==> src/rtl/lcd_pkg.sv <==
// Shared encodings, power-on/config tables and timing constants (in microseconds)
// for the 4-bit character-LCD controller.
package lcd_pkg;

  typedef enum logic [3:0] {
    PWR_WAIT,
    INIT_NIB,
    INIT_WAIT,
    CFG_HI,
    CFG_GAP,
    CFG_LO,
    CFG_WAIT,
    IDLE,
    TX_HI,
    TX_GAP,
    TX_LO,
    TX_WAIT
  } lcd_state_e;

  typedef enum logic [1:0] {
    NW_IDLE,
    NW_SETUP,
    NW_PULSE,
    NW_HOLD
  } nw_phase_e;

  localparam int unsigned T_PWR_US  = 15000;
  localparam int unsigned T_4100_US = 4100;
  localparam int unsigned T_100_US  = 100;
  localparam int unsigned T_40_US   = 40;
  localparam int unsigned T_1640_US = 1640;
  localparam int unsigned T_GAP_US  = 1;

  function automatic logic [3:0] init_nibble(input logic [1:0] step);
    logic [3:0] n;
    case (step)
      2'd3:    n = 4'h2;
      default: n = 4'h3;
    endcase
    return n;
  endfunction

  function automatic logic [7:0] cfg_byte(input logic [1:0] idx);
    logic [7:0] b;
    case (idx)
      2'd0:    b = 8'h28;
      2'd1:    b = 8'h06;
      2'd2:    b = 8'h0C;
      default: b = 8'h01;
    endcase
    return b;
  endfunction

  // Clear display / return home need the long execution time.
  function automatic logic is_slow_opcode(input logic rs, input logic [7:0] d);
    return (!rs) && (d inside {8'h01, 8'h02, 8'h03});
  endfunction

endpackage

==> src/rtl/lcd_nibble_writer.sv <==
// Drives one nibble onto the LCD bus: setup, enable pulse, one hold cycle.
// Reused by the power-on, configuration and byte-transfer paths.
module lcd_nibble_writer
  import lcd_pkg::*;
#(
  parameter int unsigned SETUP_CYC   = 2,
  parameter int unsigned E_PULSE_CYC = 12
) (
  input  logic       clk,
  input  logic       reset,
  input  logic       start,
  input  logic       rs,
  input  logic [3:0] nibble,
  output logic       done,
  output logic       lcd_e,
  output logic       lcd_rs,
  output logic [3:0] lcd_d
);

  localparam int unsigned MAX_CYC = (SETUP_CYC > E_PULSE_CYC) ? SETUP_CYC : E_PULSE_CYC;
  localparam int unsigned WC_W    = $clog2(MAX_CYC + 1);
  localparam logic [WC_W-1:0] LD_SETUP = WC_W'(SETUP_CYC - 1);
  localparam logic [WC_W-1:0] LD_PULSE = WC_W'(E_PULSE_CYC - 1);

  nw_phase_e       phase_q, phase_d;
  logic [WC_W-1:0] cnt_q, cnt_d;
  logic            rs_q, rs_d;
  logic [3:0]      nib_q, nib_d;

  always_comb begin
    phase_d = phase_q;
    cnt_d   = cnt_q;
    rs_d    = rs_q;
    nib_d   = nib_q;
    unique case (phase_q)
      NW_IDLE: begin
        if (start) begin
          phase_d = NW_SETUP;
          cnt_d   = LD_SETUP;
          rs_d    = rs;
          nib_d   = nibble;
        end
      end
      NW_SETUP: begin
        if (cnt_q == '0) begin
          phase_d = NW_PULSE;
          cnt_d   = LD_PULSE;
        end else begin
          cnt_d = cnt_q - WC_W'(1);
        end
      end
      NW_PULSE: begin
        if (cnt_q == '0) phase_d = NW_HOLD;
        else             cnt_d   = cnt_q - WC_W'(1);
      end
      NW_HOLD: phase_d = NW_IDLE;
      default: phase_d = NW_IDLE;
    endcase
  end

  always_ff @(posedge clk or negedge reset) begin
    if (!reset) begin
      phase_q <= NW_IDLE;
      cnt_q   <= '0;
      rs_q    <= 1'b0;
      nib_q   <= 4'h0;
    end else begin
      phase_q <= phase_d;
      cnt_q   <= cnt_d;
      rs_q    <= rs_d;
      nib_q   <= nib_d;
    end
  end

  // rs stays at the last written value so it covers the gap between nibbles.
  assign done   = (phase_q == NW_HOLD);
  assign lcd_e  = (phase_q == NW_PULSE);
  assign lcd_rs = rs_q;
  assign lcd_d  = (phase_q == NW_IDLE) ? 4'h0 : nib_q;

endmodule

==> src/rtl/lcd_ctrl_4bit.sv <==
// 4-bit character-LCD controller: power-on nibble sequence, optional auto
// configuration, then valid/ready byte transfers sent as two timed nibbles.
module lcd_ctrl_4bit
  import lcd_pkg::*;
#(
  parameter int unsigned CLK_FREQ_HZ = 50_000_000,
  parameter int unsigned E_PULSE_CYC = 12,
  parameter int unsigned SETUP_CYC   = 2,
  parameter bit          AUTO_CONFIG = 1'b1
) (
  input  logic       clk,
  input  logic       reset,
  input  logic       cmd_valid,
  output logic       cmd_ready,
  input  logic       cmd_rs,
  input  logic [7:0] cmd_data,
  output logic       init_done,
  output logic       busy,
  output logic       lcd_e,
  output logic       lcd_rs,
  output logic       lcd_rw,
  output logic [3:0] lcd_d
);

  // Handshake: a byte is taken on the edge where cmd_valid && cmd_ready; cmd_ready
  // is high only in IDLE, so one byte is accepted per IDLE visit.
  localparam int unsigned CYC_PER_US = CLK_FREQ_HZ / 1_000_000;
  localparam int unsigned T_PWR  = T_PWR_US  * CYC_PER_US;
  localparam int unsigned T_4100 = T_4100_US * CYC_PER_US;
  localparam int unsigned T_100  = T_100_US  * CYC_PER_US;
  localparam int unsigned T_40   = T_40_US   * CYC_PER_US;
  localparam int unsigned T_1640 = T_1640_US * CYC_PER_US;
  localparam int unsigned T_GAP  = T_GAP_US  * CYC_PER_US;
  localparam int unsigned CNT_W  = $clog2(T_PWR + 1);

  // A state lasting N cycles is entered with N-1 and left when the count hits 0.
  localparam logic [CNT_W-1:0] LD_PWR  = CNT_W'(T_PWR - 1);
  localparam logic [CNT_W-1:0] LD_4100 = CNT_W'(T_4100 - 1);
  localparam logic [CNT_W-1:0] LD_100  = CNT_W'(T_100 - 1);
  localparam logic [CNT_W-1:0] LD_40   = CNT_W'(T_40 - 1);
  localparam logic [CNT_W-1:0] LD_1640 = CNT_W'(T_1640 - 1);
  localparam logic [CNT_W-1:0] LD_GAP  = CNT_W'(T_GAP - 1);

  function automatic logic [CNT_W-1:0] init_wait_ld(input logic [1:0] step);
    logic [CNT_W-1:0] ld;
    case (step)
      2'd0:    ld = LD_4100;
      2'd1:    ld = LD_100;
      default: ld = LD_40;
    endcase
    return ld;
  endfunction

  function automatic logic [CNT_W-1:0] exec_wait_ld(input logic rs, input logic [7:0] d);
    return is_slow_opcode(rs, d) ? LD_1640 : LD_40;
  endfunction

  lcd_state_e       state_q, state_d;
  logic [CNT_W-1:0] cnt_q, cnt_d, cnt_dec;
  logic [1:0]       step_q, step_d;
  logic [1:0]       cfg_idx_q, cfg_idx_d;
  logic             rs_q, rs_d;
  logic [7:0]       data_q, data_d;
  logic             init_done_q, init_done_d;

  logic             nib_start, nib_rs, nib_done;
  logic [3:0]       nib_val;
  logic [7:0]       cfg_b;

  assign cnt_dec = cnt_q - CNT_W'(1);

  always_comb begin
    state_d     = state_q;
    cnt_d       = cnt_q;
    step_d      = step_q;
    cfg_idx_d   = cfg_idx_q;
    rs_d        = rs_q;
    data_d      = data_q;
    init_done_d = init_done_q;
    unique case (state_q)
      PWR_WAIT: begin
        if (cnt_q == '0) begin
          state_d = INIT_NIB;
          step_d  = 2'd0;
        end else begin
          cnt_d = cnt_dec;
        end
      end
      INIT_NIB: begin
        if (nib_done) begin
          state_d = INIT_WAIT;
          cnt_d   = init_wait_ld(step_q);
        end
      end
      INIT_WAIT: begin
        if (cnt_q != '0) begin
          cnt_d = cnt_dec;
        end else if (step_q != 2'd3) begin
          state_d = INIT_NIB;
          step_d  = step_q + 2'd1;
        end else if (AUTO_CONFIG) begin
          state_d   = CFG_HI;
          cfg_idx_d = 2'd0;
        end else begin
          state_d = IDLE;
        end
      end
      CFG_HI: begin
        if (nib_done) begin
          state_d = CFG_GAP;
          cnt_d   = LD_GAP;
        end
      end
      CFG_GAP: begin
        if (cnt_q == '0) state_d = CFG_LO;
        else             cnt_d   = cnt_dec;
      end
      CFG_LO: begin
        if (nib_done) begin
          state_d = CFG_WAIT;
          cnt_d   = exec_wait_ld(1'b0, cfg_byte(cfg_idx_q));
        end
      end
      CFG_WAIT: begin
        if (cnt_q != '0) begin
          cnt_d = cnt_dec;
        end else if (cfg_idx_q == 2'd3) begin
          state_d = IDLE;
        end else begin
          state_d   = CFG_HI;
          cfg_idx_d = cfg_idx_q + 2'd1;
        end
      end
      IDLE: begin
        if (cmd_valid) begin
          state_d = TX_HI;
          rs_d    = cmd_rs;
          data_d  = cmd_data;
        end
      end
      TX_HI: begin
        if (nib_done) begin
          state_d = TX_GAP;
          cnt_d   = LD_GAP;
        end
      end
      TX_GAP: begin
        if (cnt_q == '0) state_d = TX_LO;
        else             cnt_d   = cnt_dec;
      end
      TX_LO: begin
        if (nib_done) begin
          state_d = TX_WAIT;
          cnt_d   = exec_wait_ld(rs_q, data_q);
        end
      end
      TX_WAIT: begin
        if (cnt_q == '0) state_d = IDLE;
        else             cnt_d   = cnt_dec;
      end
      default: state_d = PWR_WAIT;
    endcase
    if (state_d == IDLE) init_done_d = 1'b1;
  end

  // The writer is kicked on the edge that enters a nibble state, so the nibble
  // is selected from the next-state view.
  always_comb begin
    nib_val = 4'h0;
    nib_rs  = 1'b0;
    cfg_b   = cfg_byte(cfg_idx_d);
    unique case (state_d)
      INIT_NIB: nib_val = init_nibble(step_d);
      CFG_HI:   nib_val = cfg_b[7:4];
      CFG_LO:   nib_val = cfg_b[3:0];
      TX_HI: begin
        nib_val = data_d[7:4];
        nib_rs  = rs_d;
      end
      TX_LO: begin
        nib_val = data_d[3:0];
        nib_rs  = rs_d;
      end
      default: nib_val = 4'h0;
    endcase
    nib_start = (state_d != state_q) &&
                (state_d inside {INIT_NIB, CFG_HI, CFG_LO, TX_HI, TX_LO});
  end

  always_ff @(posedge clk or negedge reset) begin
    if (!reset) begin
      state_q     <= PWR_WAIT;
      cnt_q       <= LD_PWR;
      step_q      <= 2'd0;
      cfg_idx_q   <= 2'd0;
      rs_q        <= 1'b0;
      data_q      <= 8'h00;
      init_done_q <= 1'b0;
    end else begin
      state_q     <= state_d;
      cnt_q       <= cnt_d;
      step_q      <= step_d;
      cfg_idx_q   <= cfg_idx_d;
      rs_q        <= rs_d;
      data_q      <= data_d;
      init_done_q <= init_done_d;
    end
  end

  lcd_nibble_writer #(
    .SETUP_CYC  (SETUP_CYC),
    .E_PULSE_CYC(E_PULSE_CYC)
  ) u_nibble_writer (
    .clk   (clk),
    .reset (reset),
    .start (nib_start),
    .rs    (nib_rs),
    .nibble(nib_val),
    .done  (nib_done),
    .lcd_e (lcd_e),
    .lcd_rs(lcd_rs),
    .lcd_d (lcd_d)
  );

  assign cmd_ready = (state_q == IDLE);
  assign busy      = ~cmd_ready;
  assign init_done = init_done_q;
  assign lcd_rw    = 1'b0;

endmodule

==> config.mk <==
export PLATFORM = sky130hd
export DESIGN_NAME = lcd_ctrl_4bit
export DESIGN_NICKNAME = d
export VERILOG_FILES = /design/src/rtl/lcd_pkg.sv /design/src/rtl/lcd_nibble_writer.sv /design/src/rtl/lcd_ctrl_4bit.sv
export SDC_FILE = /design/constraint.sdc
export NUM_CORES = 1
export LEC_CHECK = 0
export BUFFER_PORTS_ARGS = -buffer_cell sky130_fd_sc_hd__buf_2
export CORE_MARGIN = 1
export CORE_UTILIZATION = 65
export CTS_CLUSTER_DIAMETER = 60
export DETAILED_ROUTE_END_ITERATION = 12
export GPL_TIMING_DRIVEN = 0
export PLACE_DENSITY = 0.89
export SLEW_MARGIN = 15
export SYNTH_ARGS = -nofsm -noshare
export SYNTH_HDL_FRONTEND = slang
export SYNTH_SLANG_ARGS = --single-unit
==> constraint.sdc <==
create_clock -name clk -period 6 [get_ports clk]
set_input_delay 1.2 -clock clk [delete_from_list [all_inputs] [get_ports clk]]
set_output_delay 1.2 -clock clk [all_outputs]
set_load 0.005 [all_outputs]
== Yosys cells after proc, flatten, opt, wreduce, memory -nomap -nowiden ==
Index checks and enable logic that the tools add are counted.
Storage, ports and cells
  bits in registers: 49
  bits of input ports: 12
  output and inout port bits: 10
  word-level logic and storage cells: 139
Operators by class
  add/sub/neg operators: 4
  eq/ne operators: 45
  mux-type cells: 54
  bitwise operators: 1
  reductions and logical operators: 24
Operator list (number)
  20-bit two-way mux: 6
  20-bit one-hot mux with 6 select lines: 1
  4-bit two-way mux: 16
  4-bit one-hot mux with 12 select lines: 1
  18-bit one-hot mux with 2 select lines: 1
  6-bit one-hot mux with 3 select lines: 2
  17-bit two-way mux: 2
  8-bit by 2-bit equality test with 1-bit output, second input constant: 4
  8-bit two-way mux: 4
  4-bit by 3-bit equality test with 1-bit output, second input constant: 6
  4-bit equality test, second input constant: 6
  2-bit two-way mux: 11
  20-bit zero test: 1
  4-bit one-hot mux with 5 select lines: 1
  20-bit nonzero test: 1
  20-bit by 1-bit subtractor with 20-bit output, second input constant: 1
  8-bit by 1-bit equality test with 1-bit output, second input constant: 2
  2-bit != test, second input constant: 7
  2-bit equality test, second input constant: 6
  4-bit by 2-bit equality test with 1-bit output, second input constant: 3
  4-bit one-hot mux with 3 select lines: 1
  3-bit nonzero test: 3
  2-bit by 1-bit equality test with 1-bit output, second input constant: 4
  4-bit by 1-bit equality test with 1-bit output, second input constant: 2
  20 further kinds: 36

== Depth between registers and ports, before layout ==
Gate-level depths: netlist of the first run.
  depth in word-level cells: 9
  depth in mapped cells: 14

== By module ==
From an unflattened synthesis of the first run, not the netlist that was laid out.
Unflattened totals
  cells, all modules: 395
  area, all modules: 3473.3 µm²
By module, submodules not included
  lcd_ctrl_4bit: times used 1, cells each 335, area each 2805.2 µm², sequential area each 967.2 µm²
  lcd_nibble_writer: times used 1, cells each 60, area each 668.1 µm², sequential area each 275.3 µm²

== Worst setup path after synthesis of the first run ==
No wires, ideal clock.
  path kind: reg-to-reg
  from: register cnt_q[0]
  to: register u_nibble_writer.nib_q[1]
  setup time: 128 ps
  arrival time: 2764 ps
  required time: 5872 ps
  path slack: 3109 ps
  stages on the path, launching flop included: 15
  path buffers: 1
  clock period less this slack: 2891 ps
  cell sequence: dfstp_2 inv_1 ha_1 or4b_1 nor4_2 and2_1 buf_4 nand3_1 o21ai_0 a22o_1 inv_1 ha_1 o211ai_1 o211ai_1 mux2_1
RTL lines
  from (decl): line lcd_ctrl_4bit.sv:59  | logic [CNT_W-1:0] cnt_q, cnt_d, cnt_dec;
  from (signal assigned): line lcd_ctrl_4bit.sv:201  | cnt_q <= cnt_d;
  20-bit nonzero test *: line lcd_ctrl_4bit.sv:96, lcd_ctrl_4bit.sv:125
  2-bit two-way mux (on tied branches): line lcd_ctrl_4bit.sv:125, lcd_ctrl_4bit.sv:96
  2-bit one-hot mux with 2 select lines *: line lcd_ctrl_4bit.sv:80  | unique case (state_q)
  net cfg_idx_d[0]: line lcd_ctrl_4bit.sv:61  | logic [1:0] cfg_idx_q, cfg_idx_d;
  2-bit equality test (tied with other cells): line lcd_pkg.sv:45  | case (idx)
  6-bit one-hot mux with 3 select lines *: line lcd_pkg.sv:45
  4-bit one-hot mux with 5 select lines *: line lcd_ctrl_4bit.sv:172  | unique case (state_d)
  to (signal assigned): line lcd_nibble_writer.sv:71  | nib_q <= nib_d;
  to (decl): line lcd_nibble_writer.sv:28  | logic [3:0] nib_q, nib_d;
The timed path passes the listed nets; every way through them passes the cells marked *.
A chain may end at the register's enable or synchronous reset.

== Final worst setup path of the first run ==
Same ends and word-level chain as after synthesis.

==> flow_summary.toml, run 1 <==
[global_route]
overflow = 0
grt_pass1_vias = 2770
grt_use_met1 = 0.426
met3_usage = 0.0645
grt_use_met2 = 0.481
antenna_found_initial = 0
grt_usage = 0.310
grt_pass1_wl_mm = 12.7
grt_busiest_layer = "met2"
grt_max_degree = 50

[yosys]
ys_seq_area_frac = 0.375
synthArstFlopShare = 1.00
synth_cells = 376
synth_warnings = 0
syn_avg_cell_area_um2 = 8.82
synth-edff-count = 0
netlist_area_um2 = 3320
yosysUniqueCellTypes = 75
syn_nets = 399
synth-seq-cells = 49
synth-main-ff-cell = "dfrtp_1"

[setup_path]
crit_required_ps = 6210
end_kind = "register"
crit_path_max_fanout = 8
cp.arrival_ps = 3450
start_kind = "register"
path_class = "reg -> reg"

[die]
chipHeight_um = 73.4
start_util = 0.689
io_pins = 22
die-area_um2 = 5390
die_x_um = 73.4
core.rowCount = 25
core_um2 = 4820

[timing]
clock.fmax_mhz = 308
layout_worst_path_cycle_share = 0.541
finalMaxSlewViolations = 0
worst_pin_slew_ps = 657
max-slew-margin-rel = 0.559
fin_crit_ps = 3250
hold_viol_final = 0
grt_setup_unrepaired = "false"
fin_setup_tns_ps = 0
setup_violations = 0
hold_slack_ps = 468
clock-skew-final_ps = 5.33

[cts]
insertion_delay_ps = 310
htreeDepth = 2
cts_tree = "yes"
post-cts-setup-buffer-count = 0
cts.repair.resized = 0
postCtsHoldBufs = 0
numClockSinks = 49
root_buffer = "clkbuf_8"
clockBufferDepth = 2
cts_buffers = 5
clk_pin_slew_worst_paths_ps = 90

[cells_and_area]
multi_input_area_um2 = 1930
syn2layout_area_growth_pct = 8.64
diodes = 0
fillers = 368
regArea_um2 = 1240
final_common_cell = "o21ai_0"
nets = 426
final_layout_size_suffix_gt1_frac = 0.188
layout_common_cells = "o21ai_0 (41), nand2_1 (37), dfrtp_1 (36)"

[detailed_routing]
wire_per_inst_um = 16.4
num_vias = 3019
drtIter0Drc = 267
drc = 0
firstDrtPassIters = 5
totalWireLength_mm = 7.73
viasPerCell = 6.41
ant_nets = 0

[run]
cap_violations = 0

[run_status]
status = "completed"

[pwr]
max-vdd-ir-drop_mv = 0.141
leakage_nw = 1.47
cellPowerDensity_nw_per_um2 = 155

[place]
gp_congestion = 0.981
placement.io_buffers = 20
hpwl_mm = 5.79

[worst_hold_path]
hp-class = "reg -> reg"
## kinds of logic after synthesis
group / synth area share
buf+inv: 0.0434
flops: 0.375
fa+ha+maj: 0.0415
mux: 0.0671
other cells: 0.00113
compound gates: 0.260
simple gates: 0.212
## where the power goes
part	switching, mW	total (mW)	internal [mW]
clock	0.121	0.217	0.0959
sequential	0	0.330	0.330
combinational	0.00768	0.0110	0.00328
## worst max-delay path, stage by stage (launching register included)
cell      delay, ps
dfstp_2         410
inv_1            80
ha_1            170
or4b_1          500
nor4_2          310
and2_1          190
buf_4           160
nand3_1          80
o21ai_0         170
a22o_1          260
inv_1            70
ha_1            190
o211ai_1        170
o211ai_1        100
mux2_1          290
## sequential cells by signal (all words and copies together), names as in the netlist, 2 cells and up
signal and flops:
cnt_q 20, data_q 8, state_q 4, u_nibble_writer.cnt_q 4, u_nibble_writer.nib_q 4, cfg_idx_q 2
step_q 2, u_nibble_writer.phase_q 2
## synthesized netlist by cell type (all sizes together), types with 2 or more instances
library cell  count  area, µm²
o31ai            11       96.3
and4              2       17.5
o32ai             2       17.5
or4               2       18.8
nand3b            3       22.5
mux2i             5       50.1
nand3             7       35.0
mux2             15        173
nor4              3       25.0
or3               2       17.5
a41oi             2       17.5
nor3             17       85.1
nand2            39        151
a21oi            21        109
a22oi             2       20.0
and2              5       31.3
clkbuf           14       52.6
a22o              6       52.6
dfstp            13        342
nor2b             7       51.3
a31oi             5       31.3
nand2b            5       31.3
o41ai             2       25.0
dfrtp            36        901
a32o              2       20.0
ha               11        138
a21boi            3       22.5
inv              17       63.8
a211oi            2       15.0
buf               4       27.5
o2bb2ai           2       17.5
o22ai             3       18.8
nor2             30        113
o21ai            45        225
or2               5       33.8
nand4             2       12.5
o211ai            4       30.0
## area by class of cell
type	instances	share of cell area
inverter	17	0.0177
tap	67	0.0233
clock inverter	2	0.00486
timing repair buffer	20	0.0285
buffer	18	0.0222
sequential	49	0.345
multi-input combinational	292	0.536
clock buffer	6	0.0229
## per-layer routing
metal	up-vias	wire [µm]
met5	-	0
met4	0	170
met3	20	533
met2	113	3500
met1	1445	3530
li1	1441	-
## through the flow
stage,total power [mW],cell area (µm²),utilization,worst slack (ps),instances
global route,0.577,3600,0.748,2510,471
global placement,0.348,3500,0.727,2670,463
CTS,0.565,3600,0.748,2760,471
floorplan,0.338,3320,-,3110,376
finish,0.558,3600,0.748,2750,471
detailed placement,0.348,3500,0.727,2660,463
## worst paths after layout
kind                                       startpoint                                    to  slack, ps  cells after the start
worst max-delay path             cnt_q[0]$_DFFE_PN1P_  u_nibble_writer.nib_q[1]$_DFFE_PN0P_       2750                     14
worst min-delay path            init_done$_DFFE_PN0N_                 init_done$_DFFE_PN0N_        470                      1
worst max register to register   cnt_q[0]$_DFFE_PN1P_  u_nibble_writer.nib_q[1]$_DFFE_PN0P_       2750                     14
worst min register to register  init_done$_DFFE_PN0N_                 init_done$_DFFE_PN0N_        470                      1
max in group asynchronous                       reset                  state_q[0]$_DFF_PN0_       4690                      1
min in group asynchronous                       reset                  cnt_q[4]$_DFFE_PN0P_        890                      1
No activity file was read; power rests on OpenSTA's default activity.
==> run 2, diff against run 1 <==
--- a/config.mk
+++ b/config.mk
@@ -5,13 +5,14 @@
 export SDC_FILE = /design/constraint.sdc
 export NUM_CORES = 1
 export LEC_CHECK = 0
+export ABC_AREA = 1
 export BUFFER_PORTS_ARGS = -buffer_cell sky130_fd_sc_hd__buf_2
 export CORE_MARGIN = 1
-export CORE_UTILIZATION = 65
+export CORE_UTILIZATION = 55
 export CTS_CLUSTER_DIAMETER = 60
 export DETAILED_ROUTE_END_ITERATION = 12
 export GPL_TIMING_DRIVEN = 0
-export PLACE_DENSITY = 0.89
+export PLACE_DENSITY = 0.8
 export SLEW_MARGIN = 15
 export SYNTH_ARGS = -nofsm -noshare
 export SYNTH_HDL_FRONTEND = slang
==> constraint.sdc (replaced) <==
create_clock -name clk -period 2.7 [get_ports clk]
set_input_delay 0.54 -clock clk [delete_from_list [all_inputs] [get_ports clk]]
set_output_delay 0.54 -clock clk [all_outputs]
set_load 0.005 [all_outputs]
==> run 2 against run 1 <==
Compared with the run above: combinational power grew to 170 times the previous value; clock power grew to 3.0 times the previous value; largest power group is now combinational cells; first-iteration DRC count fell by 26%; utilization is 12 points lower.
==> flow_summary.toml, run 2 <==
[run_status]
status = "completed"

[yosys]
synth_warnings = 0
yosysUniqueCellTypes = 44
syn_nets = 497
synth-simple-area-share = 0.353
synth_xor_area_frac = 0.0104
netlist_top_cells_count = "nand2_1 (112), inv_1 (64), nor2_1 (50), dfrtp_1 (36), nand3_1 (30)"
syn_avg_cell_area_um2 = 7.13
synth-edff-count = 0
ys_seq_area_frac = 0.368
synth-seq-cells = 49
yosysTopAreaCell = "dfrtp_1"
synth-adder-area-share = 0.0407
synth_compound_area_frac = 0.134
synth.area.mux_share = 0
synthArstFlopShare = 1.00
post-synth-top-count-cell = "nand2_1"
yosysTopAreaCellShare = 0.267
synth_area_leaders = "dfrtp_1 (27%), nand2_1 (12%), dfstp_2 (10%), inv_1 (7.1%), nor2_1 (5.6%)"
netlist_area_um2 = 3380
synth_top_family_by_area = "simple AND/OR/NAND/NOR gates"
synth_cells = 474
synth-main-ff-cell = "dfrtp_1"

[die]
die_x_um = 80.4
core.rowCount = 28
io_pins = 22
start_util = 0.571
chipHeight_um = 80.4
core_um2 = 5920
die-area_um2 = 6460

[cts]
postCtsHoldBufs = 0
cts.repair.resized = 0
htreeDepth = 2
numClockSinks = 49
root_buffer = "clkbuf_8"
clk_pin_slew_worst_paths_ps = 100
insertion_delay_ps = 310
cts_buffers = 5
clockBufferDepth = 2
cts_tree = "yes"
post-cts-setup-buffer-count = 0

[global_route]
antenna_found_initial = 0
grt_pass1_vias = 3166
grt_max_degree = 50
grt_pass1_wl_mm = 13.3
grt_usage = 0.264
overflow = 0

[place]
placed_area_um2 = 3570
hpwl_mm = 5.75
dp_cells = 569
gp_congestion = 0.918
placement.io_buffers = 20

[timing]
grt_setup_unrepaired = "false"
hold_viol_final = 0
fin_crit_ps = 2520
worst_pin_slew_ps = 614
clock-skew-final_ps = 18.1
layout_worst_path_cycle_share = 0.932
clock.fmax_mhz = 397
fin_setup_tns_ps = 0
max-slew-margin-rel = 0.591
finalMaxSlewViolations = 0
setup_violations = 0

[setup_path]
slowest_delay_ps = 460
start_kind = "register"
critPathSlowestCell = "dfrtp_1"
cp.buffers_inverters = 0
end_kind = "register"
crit_family = "simple AND/OR/NAND/NOR gates"
crit_path_max_fanout = 6
crit_required_ps = 2890
cp_cell_sequence = "nor2_2 > nand2_2 > nor2_4 > nand3_1 > nor3_1 > o21bai_1 > o21ai_0 > ha_1 > nand2_1 > nand3_1 > nand2_1 > o21ai_1"
path_class = "reg -> reg"
cp.arrival_ps = 2700

[cells_and_area]
final_cells = 577
layout_common_cells = "nand2_1 (112), inv_1 (64), nor2_1 (50)"
fillers = 521
regArea_um2 = 1240
nets = 524
top_regs = "cnt_q: 20 flops, data_q: 8 flops"
stdcell_area_um2 = 3710
largest_reg_flops = 20
regMostFlops = "cnt_q"
multi_input_area_um2 = 1820
final_layout_size_suffix_gt1_frac = 0.191
final_common_cell = "nand2_1"
syn2layout_area_growth_pct = 9.89
diodes = 0

[detailed_routing]
totalWireLength_mm = 7.69
wire_per_inst_um = 13.3
ant_nets = 0
viasPerCell = 5.52
drtIter0Drc = 198
num_vias = 3186
firstDrtPassIters = 6
drc = 0

[pwr]
leakage_nw = 1.86
max-vdd-ir-drop_mv = 0.544
cellPowerDensity_nw_per_um2 = 1000

[worst_hold_path]
hp-class = "in -> async"

[run]
cap_violations = 0
[run 2: cell count changes after synthesis, moves of 6 or more]
| cell | previous run | this run |
|---|---|---|
| a22o_1 | 6 | 0 |
| clkbuf_1 | 14 | 2 |
| inv_1 | 16 | 64 |
| inv_2 | 1 | 11 |
| mux2_2 | 10 | 0 |
| nand2_1 | 37 | 112 |
| nand3_1 | 7 | 30 |
| nor2_1 | 30 | 50 |
| nor2_2 | 0 | 9 |
| nor2b_1 | 6 | 0 |
| o21ai_0 | 41 | 27 |
| o31ai_1 | 10 | 0 |
[run 2: layer usage]
layer  GRT usage  wire length, µm
met1       0.313             3390
met2       0.473             3860
met3      0.0386              330
met4       0.105              114
met5           0                0
[run 2: power breakdown]
group | switching, mW | leakage [nW] | internal (mW)
Combinational | 1.24 | 1.19 | 0.627
Sequential | 0.200 | 0.601 | 1.01
Clock | 0.273 | 0.0687 | 0.373
[run 2: worst paths after layout]
| check | from | slack, ps | end | depth (start not counted) |
|---|---|---|---|---|
| setup reg to reg | cnt_q[10]$_DFFE_PN0P_ | 180 | u_nibble_writer.nib_q[2]$_DFFE_PN0P_ | 12 |
| setup / recovery | cnt_q[10]$_DFFE_PN0P_ | 180 | u_nibble_writer.nib_q[2]$_DFFE_PN0P_ | 12 |
| hold / removal | reset | 240 | cnt_q[4]$_DFFE_PN0P_ | 1 |
| max in group asynchronous | reset | 2040 | u_nibble_writer.cnt_q[2]$_DFFE_PN0P_ | 1 |
| min in group clk | cmd_rs | 460 | rs_q$_DFF_PN0_ | 3 |
| hold reg to reg | init_done$_DFFE_PN0N_ | 470 | init_done$_DFFE_PN0N_ | 1 |
[run 2: metrics by stage]
stage / setup WS, ps / hold slack [ps] / util / power (mW)
after floorplan: 709 / 244 / - / 2.61
after global placement: 441 / 447 / 0.603 / 2.99
after detailed placement: 354 / 453 / 0.603 / 3.06
after CTS: 235 / 453 / 0.627 / 3.72
after global routing: 11.2 / 299 / 0.627 / 4.04
final: 183 / 238 / 0.627 / 3.72
[run 2: final cells by class]
| cell class | instances | share of cell area |
|---|---|---|
| Inverter | 76 | 0.0772 |
| Tap cell | 75 | 0.0253 |
| Clock inverter | 3 | 0.0185 |
| Timing Repair Buffer | 20 | 0.0276 |
| Multi-Input combinational cell | 343 | 0.490 |
| Sequential cell | 49 | 0.335 |
| Buffer | 6 | 0.00809 |
| Clock buffer | 5 | 0.0185 |
[run 2: cells by family (layout without fill, tap and decap cells)]
kind of cell    Yosys count  count (layout)
compound gates           76              76
xor+xnor                  4               4
fa+ha+maj                11              11
buf+inv                  82             110
flops                    49              49
other cells               1               1
simple gates            251             251
